==> src/rtl/key_sw_ctrl.sv <==
// key_sw_ctrl: debounced board keys/switches behind a memory-mapped status block.
// Define KEY_SW_CTRL_SW_EVENT_EN to raise SCTRL ready/overrun on switch changes.

module key_sw_ctrl #(
    parameter int DBITS       = 16,
    parameter int TICK_CYCLES = 250000
) (
    input  logic             CLK,
    input  logic             RESET_N,
    input  logic [3:0]       KEY,
    input  logic [9:0]       SW,
    input  logic [DBITS-1:0] ADDR,
    input  logic [DBITS-1:0] DIN,
    input  logic             WE,
    input  logic             RE,
    output logic [DBITS-1:0] DOUT,
    output logic             SEL
);

    localparam int CW = (TICK_CYCLES > 2) ? $clog2(TICK_CYCLES) : 1;
    localparam logic [CW-1:0] CNT_MAX = CW'(TICK_CYCLES - 1);

    localparam logic [DBITS-1:0] A_KDATA = DBITS'(32'hF000);
    localparam logic [DBITS-1:0] A_KCTRL = DBITS'(32'hF004);
    localparam logic [DBITS-1:0] A_SDATA = DBITS'(32'hF010);
    localparam logic [DBITS-1:0] A_SCTRL = DBITS'(32'hF014);

    // Returns {ovr, rdy}; an event always wins over a same-cycle RDY clear.
    function automatic logic [1:0] flag_next(
        input logic ev,
        input logic rdy,
        input logic ovr,
        input logic clr_rdy,
        input logic clr_ovr
    );
        logic r;
        logic o;
        r = rdy & ~clr_rdy;
        o = ovr & ~clr_ovr;
        if (ev) begin
            if (rdy && !clr_rdy) begin
                o = 1'b1;
            end
            r = 1'b1;
        end
        return {o, r};
    endfunction

    logic [CW-1:0] cnt_q, cnt_d;
    logic          tick;

    logic [3:0] key_s1_q, key_s2_q;
    logic [3:0] key_smp_q, key_smp_d;
    logic [3:0] key_deb_q, key_deb_d;
    logic [9:0] sw_s1_q, sw_s2_q;
    logic [9:0] sw_smp_q, sw_smp_d;
    logic [9:0] sw_deb_q, sw_deb_d;

    logic krdy_q, krdy_d;
    logic kovr_q, kovr_d;

    logic [DBITS-1:0] addr_w;
    logic hit_kdata, hit_kctrl, hit_sdata, hit_sctrl;
    logic key_evt;
    logic k_clr_rdy, k_clr_ovr;
    logic [DBITS-1:0] unused_din;

    assign unused_din = DIN;

    always_comb begin
        tick  = (cnt_q == CNT_MAX);
        cnt_d = tick ? '0 : cnt_q + CW'(1);
    end

    // A bit follows its sample only when two consecutive tick samples agree.
    always_comb begin
        key_smp_d = key_smp_q;
        key_deb_d = key_deb_q;
        sw_smp_d  = sw_smp_q;
        sw_deb_d  = sw_deb_q;
        if (tick) begin
            key_smp_d = key_s2_q;
            sw_smp_d  = sw_s2_q;
            key_deb_d = (key_s2_q & ~(key_s2_q ^ key_smp_q))
                      | (key_deb_q & (key_s2_q ^ key_smp_q));
            sw_deb_d  = (sw_s2_q & ~(sw_s2_q ^ sw_smp_q))
                      | (sw_deb_q & (sw_s2_q ^ sw_smp_q));
        end
    end

    always_comb begin
        addr_w    = ADDR & ~DBITS'(1);
        hit_kdata = (addr_w == A_KDATA);
        hit_kctrl = (addr_w == A_KCTRL);
        hit_sdata = (addr_w == A_SDATA);
        hit_sctrl = (addr_w == A_SCTRL);
        SEL       = hit_kdata | hit_kctrl | hit_sdata | hit_sctrl;
    end

    always_comb begin
        key_evt   = |(key_deb_d & ~key_deb_q);
        k_clr_rdy = (RE && hit_kdata) || (WE && hit_kctrl && DIN[0]);
        k_clr_ovr = WE && hit_kctrl && DIN[1];
        {kovr_d, krdy_d} = flag_next(key_evt, krdy_q, kovr_q,
                                     k_clr_rdy, k_clr_ovr);
    end

`ifdef KEY_SW_CTRL_SW_EVENT_EN
    logic srdy_q, srdy_d;
    logic sovr_q, sovr_d;
    logic sw_evt;
    logic s_clr_rdy, s_clr_ovr;

    always_comb begin
        sw_evt    = |(sw_deb_d ^ sw_deb_q);
        s_clr_rdy = (RE && hit_sdata) || (WE && hit_sctrl && DIN[0]);
        s_clr_ovr = WE && hit_sctrl && DIN[1];
        {sovr_d, srdy_d} = flag_next(sw_evt, srdy_q, sovr_q,
                                     s_clr_rdy, s_clr_ovr);
    end

    always_ff @(posedge CLK or negedge RESET_N) begin
        if (!RESET_N) begin
            srdy_q <= 1'b0;
            sovr_q <= 1'b0;
        end else begin
            srdy_q <= srdy_d;
            sovr_q <= sovr_d;
        end
    end

    logic [DBITS-1:0] sctrl_rd;
    assign sctrl_rd = DBITS'({sovr_q, srdy_q});
`else
    logic [DBITS-1:0] sctrl_rd;
    assign sctrl_rd = '0;
`endif

    always_comb begin
        DOUT = '0;
        unique case (1'b1)
            hit_kdata: DOUT = DBITS'(key_deb_q);
            hit_kctrl: DOUT = DBITS'({kovr_q, krdy_q});
            hit_sdata: DOUT = DBITS'(sw_deb_q);
            hit_sctrl: DOUT = sctrl_rd;
            default:   DOUT = '0;
        endcase
    end

    // Keys are inverted at the synchroniser so everything downstream is active-high.
    always_ff @(posedge CLK or negedge RESET_N) begin
        if (!RESET_N) begin
            cnt_q     <= '0;
            key_s1_q  <= '0;
            key_s2_q  <= '0;
            key_smp_q <= '0;
            key_deb_q <= '0;
            sw_s1_q   <= '0;
            sw_s2_q   <= '0;
            sw_smp_q  <= '0;
            sw_deb_q  <= '0;
            krdy_q    <= 1'b0;
            kovr_q    <= 1'b0;
        end else begin
            cnt_q     <= cnt_d;
            key_s1_q  <= ~KEY;
            key_s2_q  <= key_s1_q;
            key_smp_q <= key_smp_d;
            key_deb_q <= key_deb_d;
            sw_s1_q   <= SW;
            sw_s2_q   <= sw_s1_q;
            sw_smp_q  <= sw_smp_d;
            sw_deb_q  <= sw_deb_d;
            krdy_q    <= krdy_d;
            kovr_q    <= kovr_d;
        end
    end

endmodule

==> config.mk <==
export PLATFORM = sky130hd
export DESIGN_NAME = key_sw_ctrl
export DESIGN_NICKNAME = d
export VERILOG_FILES = /design/src/rtl/key_sw_ctrl.sv
export SDC_FILE = /design/constraint.sdc
export NUM_CORES = 1
export LEC_CHECK = 0
export ABC_AREA = 1
export BUFFER_PORTS_ARGS = -buffer_cell sky130_fd_sc_hd__buf_2
export CAP_MARGIN = 20
export CORE_ASPECT_RATIO = 2
export CORE_MARGIN = 8
export CORE_UTILIZATION = 58
export DETAILED_ROUTE_END_ITERATION = 8
export GPL_ROUTABILITY_DRIVEN = 0
export PLACE_DENSITY = 0.84
export SYNTH_ARGS = -nofsm -noshare
export SYNTH_HDL_FRONTEND = slang
export SYNTH_SLANG_ARGS = --single-unit
==> constraint.sdc <==
create_clock -name CLK -period 2.4 [get_ports CLK]
set_clock_uncertainty 0.15 [all_clocks]
set_input_delay 0.36 -clock CLK [delete_from_list [all_inputs] [get_ports CLK]]
set_output_delay 0.36 -clock CLK [all_outputs]
set_load 0.02 [all_outputs]
# Word-level counts from Yosys, hierarchy flattened
# Index checks and enable logic that the tools add are counted.
[op_classes]
shifts = 0
n_reduce_logical = 8
n_lt_le_gt_ge = 0
multipliers = 0
mux = 6
bitwise = 20
add_sub_neg = 1
div = 0
eq_ne = 5
[ops]
columns = ["cell", "n"]
rows = [
  ["$eq 15x15->1 const B", 4],
  ["$pmux 10 s3", 1],
  ["$and 10x10->10", 2],
  ["$add 18x1->18 const B", 1],
  ["$eq 18x18->1 const B", 1],
  ["$mux 18", 1],
  ["$and 4x4->4", 3],
  ["$not 4->4", 3],
  ["$not 10->10", 1],
  ["$or 10x10->10", 1],
  ["$xor 10x10->10", 1],
  ["$logic_and 1x1->1", 5],
  ["$mux 4", 1],
  ["$or 4x4->4", 1],
  ["$reduce_or 4->1", 1],
  ["$xor 4x4->4", 1],
  ["$mux 1", 3],
  ["$or 1x1->1", 3],
  ["$and 1x1->1", 2],
  ["$not 1->1", 2],
  ["$logic_not 1->1", 1],
  ["$logic_or 1x1->1", 1],
]
[word_totals]
ramBits = 0
inputBits = 50
wordCells = 51
latch_bits = 0
n_memories = 0
romBits = 0
reg_bits = 76

# Logic depth before layout (Yosys ltp)
# Gate-level depths: netlist of run 1.
[logic_depth]
word_depth = 8
ltp_mapped = 9
depth_no_buf = 9

# Worst setup path before layout of run 1
# Ideal clock, no wire load.
[synth_path]
path_kind = "input to output"
start = "in ADDR[10]"
end = "out DOUT[2]"
arrival_time_ns = 1.519
path_buffers = 0
slack_ns = 0.371
path_stages = 4
cell_sequence = "nand3b_1 nor2_1 nand3_1 o21ai_0"
[synth_between]
elab_chain_len = 2
word_cells_on_any_way = 4
classes_between = "3 x eq/ne; 1 x mux"
[synth_lines]
columns = ["element", "line_no", "text"]
rows = [
  ["start, declared", "12", "input logic [DBITS-1:0] ADDR,"],
  ["$eq 15x15->1 (on tied branches)", "95, 93, 94", ""],
  ["$pmux 10 s3 (*)", "141", "unique case (1'b1)"],
  ["end, declared", "16", "output logic [DBITS-1:0] DOUT,"],
]
# Every way passes the cells marked *; elsewhere a longest branch is shown, timed or not.

# Final worst setup path of run 1
[layout_path]
start = "reg cnt_q[0]"
end = "reg cnt_q[7]"
[layout_between]
elab_chain_len = 2
word_cells_on_any_way = 3
classes_between = "1 x add/sub; 1 x eq/ne; 1 x mux"
[layout_lines]
columns = ["element", "line_no", "text"]
rows = [
  ["start, declared", "49", "logic [CW-1:0] cnt_q, cnt_d;"],
  ["start signal, assigned", "165", "cnt_q <= cnt_d;"],
  ["$add 18x1->18 / $eq 18x18->1 (equally long branches)", "72, 71", ""],
  ["$mux 18 (*)", "72", "cnt_d = tick ? '0 : cnt_q + CW'(1);"],
  ["net cnt_d[7]", "49", ""],
]
# Mark *: on every way through the listed nets, which the timed path passes. The rest lies on a longest branch.
# A chain may end at the register's enable or synchronous reset.

==> impl_metrics.py, run 1 <==
metrics = {
    "sta": {
        "finalHoldViolCount": 0,
        "finalSetupTns_ps": 0,
        "setup_viol": 0,
        "relSlewSlack": 0.521,
        "final_max_slew_viol_count": 0,
        "tightest_slew_ps": 718,
        "period_needed_ps": 2070,
        "fmax_mhz": 484,
        "rsz0062_at_grt": "false",
        "finalCritPeriodShare": 0.861,
        "setup_ws_ps": 333,
    },
    "cts": {
        "cts_setup_buffers": 0,
        "clock_latency_ps": 350,
        "clockBufferDepth": 2,
        "numCtsBuffers": 9,
        "cts-resized-gates": 0,
        "cts_sinks": 76,
        "cts_tree": "built",
        "root_buffer": "clkbuf_8",
        "clk_pin_slew_ps": 70,
        "hold_buffers": 15,
        "htree_levels": 3,
    },
    "yosys": {
        "yosysWarnings": 0,
        "yosysUniqueCellTypes": 31,
        "syn_area_um2": 3230,
        "synth-seq-cells": 76,
        "synthCells": 346,
        "avgSynthCellArea_um2": 9.34,
        "seq_area_frac_synth": 0.588,
    },
    "hold_path": {
        "hp-class": "in2reg",
    },
    "global_route": {
        "grt_pass1_wl_mm": 11.1,
        "grt_use_total": 0.177,
        "grt_remaining_overflow": 0,
        "grt_antenna_before_repair": 0,
        "grt_pass1_vias": 2519,
        "grt_max_degree": 33,
    },
    "power": {
        "power_frac_seq": 0.579,
        "p_per_area_nw_per_um2": 591,
        "cellLeakagePower_nw": 1.94,
        "p_sw_mw": 0.500,
        "vdd_drop_max_mv": 0.802,
        "clock_power_share": 0.379,
        "p_int_mw": 1.77,
        "swShare": 0.220,
        "p_comb_frac": 0.042,
        "finalPower_mw": 2.27,
    },
    "status": {
        "outcome": "completed",
    },
    "floorplanning": {
        "die_area_um2": 8360,
        "die_w_um": 68.8,
        "core_um2": 5420,
        "io_pins": 67,
        "die_h_um": 122,
        "rows": 38,
        "start_util": 0.596,
    },
    "critical_path": {
        "endpoint_kind": "flop",
        "crit_buf_inv": 1,
        "cp-start-kind": "flop",
        "crit_fanout": 14,
        "cp.required_ps": 2520,
        "cp.arrival_ps": 2180,
        "cp_top_family": "simple AND/OR/NAND/NOR gates",
        "slowest_delay_ps": 480,
        "cp_slowest_cell": "nand3b_1",
        "worstPathCellList": "ha_1, nand3_1, inv_1, nand3b_1, o21ai_0, a21oi_1",
        "worstSetupPathType": "reg2reg",
    },
    "finish": {
        "syn_to_final_growth_pct": 18.7,
        "fillerInstances": 392,
        "final_common_cell": "nor2_1",
        "design_area_um2": 3840,
        "final_cell_mix": "nor2_1, dfrtp_1, buf_2",
        "antennaDiodeCount": 0,
        "drive_above_1_share": 0.188,
        "nets": 468,
        "multiInputGateArea_um2": 1100,
        "seqCellArea_um2": 1900,
    },
    "detailed_routing": {
        "dr.first_iter.drc_count": 204,
        "via_per_inst": 5.18,
        "vias": 2492,
        "wire_per_inst_um": 13.8,
        "dr.pass1.iters": 4,
        "ant_nets": 0,
        "drt_wl_total_mm": 6.64,
        "drc": 0,
    },
    "placement": {
        "placed_cell_area_um2": 3510,
        "io_buffer_count": 45,
        "hpwl_mm": 4.77,
        "pre_cts_ws_ps": 370,
    },
    "flow_run": {
        "cap_viol_max_count": 0,
    },
}
[per-stage QoR]
stage	utilization	instances	hold slack, ps
final	0.708	481	170
after global routing	0.708	481	172
after detailed placement	0.648	451	185
after CTS	0.708	481	155
after floorplan	-	351	-85.6
after global placement	0.648	451	182
[layer usage]
metal | GRT usage | vias to the layer above | share of wire | routed length [um]
li1 | - | 1249 | - | -
met1 | 0.182 | 1175 | 0.38 | 2490
met2 | 0.308 | 56 | 0.54 | 3550
met3 | 0.0506 | 12 | 0.065 | 429
met4 | 0.0936 | 0 | 0.024 | 162
met5 | 0 | - | 0 | 0
[Yosys cell counts]
| cell | n | share of area |
|---|---|---|
| buf_6 | 1 | 0.0035 |
| xnor2_1 | 4 | 0.011 |
| nand3b_1 | 3 | 0.0070 |
| o22ai_1 | 6 | 0.012 |
| dfrtp_1 | 76 | 0.59 |
| nor3_1 | 2 | 0.0031 |
| nand2_4 | 1 | 0.0035 |
| nand2_1 | 38 | 0.044 |
| inv_2 | 1 | 0.0012 |
| nor3_2 | 1 | 0.0031 |
| nand3_1 | 15 | 0.023 |
| ha_1 | 1 | 0.0039 |
| o21ai_1 | 2 | 0.0031 |
| a31oi_1 | 1 | 0.0019 |
| buf_8 | 1 | 0.0046 |
| nand4_1 | 10 | 0.019 |
| nand3_2 | 3 | 0.0093 |
| nor4_1 | 2 | 0.0039 |
| buf_2 | 1 | 0.0015 |
| nor2_4 | 3 | 0.010 |
| nor2_1 | 77 | 0.089 |
| conb_1 | 1 | 0.0012 |
| o221ai_1 | 2 | 0.0054 |
| inv_6 | 1 | 0.0027 |
| buf_4 | 6 | 0.014 |
| inv_1 | 39 | 0.045 |
| a21oi_1 | 9 | 0.014 |
| o21ai_0 | 29 | 0.045 |
| nor2_2 | 4 | 0.0077 |
| clkbuf_8 | 1 | 0.0043 |
| xor2_1 | 5 | 0.014 |
[worst reg2reg max path, stage by stage, from the launching register on]
cell      delay, ps
dfrtp_1         420
ha_1            260
nand3_1         150
inv_1            80
nand3b_1        480
o21ai_0         260
a21oi_1         180
[final cells by class]
| cell class | count | area share |
|---|---|---|
| flip-flops and latches | 76 | 0.496 |
| multi-input cells | 224 | 0.287 |
| repair buffers | 65 | 0.111 |
| inverters | 41 | 0.0414 |
| clock buffers | 11 | 0.0395 |
| well taps | 60 | 0.0196 |
| clock inverters | 4 | 0.00652 |
[power groups by stage]
| stage | Combinational [mW] | Clock, mW | Sequential (mW) |
|---|---|---|---|
| after floorplan | 0.0237 | 0 | 1.34 |
| after global placement | 0.0739 | 0 | 1.34 |
| after detailed placement | 0.0767 | 0 | 1.34 |
| after CTS | 0.0953 | 0.888 | 1.31 |
| after global routing | 0.106 | 0.946 | 1.32 |
| final | 0.0948 | 0.860 | 1.32 |
[cell families after synthesis]
logic type / synth area share
AO/OA/AOI/OAI: 0.0809
XOR/XNOR: 0.0244
adder cells (fa/ha/maj): 0.00387
buffers and inverters: 0.0770
flip-flops: 0.588
other: 0.00116
AND/OR/NAND/NOR: 0.224
[path summary, 6_finish.rpt]
| path | from | endpoint | slack (ps) | cells past startpoint |
|---|---|---|---|---|
| setup / recovery | cnt_q[0]$_DFF_PN0_ | cnt_q[7]$_DFF_PN0_ | 330 | 6 |
| hold reg to reg | sw_s1_q[1]$_DFF_PN0_ | sw_s2_q[1]$_DFF_PN0_ | 200 | 0 |
| max in group asynchronous | RESET_N | sw_s1_q[8]$_DFF_PN0_ | 1020 | 3 |
| setup reg to reg | cnt_q[0]$_DFF_PN0_ | cnt_q[7]$_DFF_PN0_ | 330 | 6 |
| min in group asynchronous | RESET_N | sw_s1_q[6]$_DFF_PN0_ | 450 | 2 |
| hold / removal | DIN[1] | kovr_q$_DFF_PN0_ | 170 | 4 |
Power figures use the tool's default switching activity.
==> run 2, diff against run 1 <==
--- a/config.mk
+++ b/config.mk
@@ -10,10 +10,10 @@
 export CAP_MARGIN = 20
 export CORE_ASPECT_RATIO = 2
 export CORE_MARGIN = 8
-export CORE_UTILIZATION = 58
+export CORE_UTILIZATION = 50
 export DETAILED_ROUTE_END_ITERATION = 8
 export GPL_ROUTABILITY_DRIVEN = 0
-export PLACE_DENSITY = 0.84
+export PLACE_DENSITY = 0.74
 export SYNTH_ARGS = -nofsm -noshare
 export SYNTH_HDL_FRONTEND = slang
 export SYNTH_SLANG_ARGS = --single-unit
==> impl_metrics.py, run 2 (synthesized netlist as in run 1, its figures left out) <==
metrics = {
    "floorplanning": {
        "core_um2": 6260,
        "start_util": 0.516,
        "rows": 41,
        "io_pins": 67,
        "die_w_um": 72.9,
        "die_h_um": 130,
        "die_area_um2": 9450,
    },
    "global_route": {
        "grt_max_degree": 46,
        "grt_pass1_vias": 2526,
        "grt_pass1_wl_mm": 11.0,
        "grt_use_total": 0.151,
        "grt_antenna_before_repair": 0,
        "grt_remaining_overflow": 0,
    },
    "cts": {
        "numCtsBuffers": 9,
        "clk_pin_slew_ps": 60,
        "clock_latency_ps": 330,
        "cts_sinks": 76,
        "cts_setup_buffers": 0,
        "hold_buffers": 14,
        "cts-resized-gates": 0,
        "clockBufferDepth": 2,
        "htree_levels": 3,
        "root_buffer": "clkbuf_16",
        "cts_tree": "built",
    },
    "sta": {
        "finalCritPeriodShare": 0.913,
        "setup_viol": 0,
        "relSlewSlack": 0.620,
        "period_needed_ps": 2190,
        "rsz0062_at_grt": "false",
        "fin_hold_ws_ps": 24.7,
        "finalSetupTns_ps": 0,
        "tightest_slew_ps": 570,
        "final_max_slew_viol_count": 0,
        "finalHoldViolCount": 0,
        "setup_ws_ps": 210,
        "fmax_mhz": 457,
    },
    "finish": {
        "antennaDiodeCount": 0,
        "instances_no_fill": 505,
        "fillerInstances": 550,
        "design_area_um2": 4010,
        "multiInputGateArea_um2": 1100,
        "drive_above_1_share": 0.186,
        "final_cell_mix": "nor2_1, dfrtp_1, buf_2",
        "seqCellArea_um2": 1900,
        "syn_to_final_growth_pct": 24.0,
        "final_common_cell": "nor2_1",
        "nets": 465,
        "fin_util": 0.640,
    },
    "critical_path": {
        "slowest_delay_ps": 400,
        "cp_top_family": "simple AND/OR/NAND/NOR gates",
        "crit_fanout": 7,
        "cp.required_ps": 1890,
        "cp_slowest_cell": "nor2_1",
        "cpMostUsedCell": "buf_2",
        "crit_buf_inv": 2,
        "endpoint_kind": "output pin",
        "worstPathCellList": "buf_2, nand3b_1, nor2_1, nand3_1, o221ai_1, buf_2",
        "cp.arrival_ps": 1680,
        "cp-start-kind": "input pin",
        "worstSetupPathType": "in2out",
    },
    "power": {
        "p_per_area_nw_per_um2": 719,
        "cellLeakagePower_nw": 2.00,
        "finalPower_mw": 2.88,
        "vdd_drop_max_mv": 0.555,
    },
    "hold_path": {
        "hp-class": "in2reg",
    },
    "placement": {
        "hpwl_mm": 4.60,
        "io_buffer_count": 45,
        "placed_cells": 475,
        "placed_cell_area_um2": 3530,
        "pre_cts_ws_ps": 202,
    },
    "detailed_routing": {
        "wire_per_inst_um": 12.6,
        "vias": 2463,
        "via_per_inst": 4.88,
        "dr.first_iter.drc_count": 76,
        "drc": 0,
        "dr.pass1.iters": 4,
        "ant_nets": 0,
        "drt_wl_total_mm": 6.37,
    },
    "status": {
        "outcome": "completed",
    },
    "flow_run": {
        "cap_viol_max_count": 0,
    },
}
==> run 2: power breakdown <==
part | leakage (nW) | switching (mW) | internal (mW) | total [mW]
clock | 0.158 | 0.506 | 0.967 | 1.47
sequential | 0.977 | 0.0104 | 1.31 | 1.32
combinational | 0.865 | 0.0490 | 0.0409 | 0.0900
==> run 2: final timing paths <==
| path | from | end | slack, ps | cells after the start |
|---|---|---|---|---|
| setup / recovery | ADDR[10] | DOUT[0] | 210 | 6 |
| hold / removal | KEY[2] | key_s1_q[2]$_DFF_PN0_ | 20 | 2 |
| setup reg to reg | cnt_q[0]$_DFF_PN0_ | key_deb_q[0]$_DFF_PN0_ | 420 | 6 |
| hold reg to reg | sw_s1_q[8]$_DFF_PN0_ | sw_s2_q[8]$_DFF_PN0_ | 200 | 0 |
| max in group asynchronous | RESET_N | key_smp_q[1]$_DFFE_PN0N_ | 1080 | 3 |
| min in group asynchronous | RESET_N | sw_s1_q[8]$_DFF_PN0_ | 440 | 2 |
==> run 2: final cells by class <==
class | count | area share
repair buffers | 62 | 0.101
inverters | 41 | 0.0397
clock inverters | 5 | 0.0209
multi-input cells | 224 | 0.274
well taps | 86 | 0.0268
flip-flops and latches | 76 | 0.475
clock buffers | 11 | 0.0631
==> run 2: layer usage <==
metal  global-route usage  part of all wire
met4               0.0891             0.026
met2                0.272              0.53
met1                0.146              0.39
met3               0.0446             0.054
met5                    0                 0
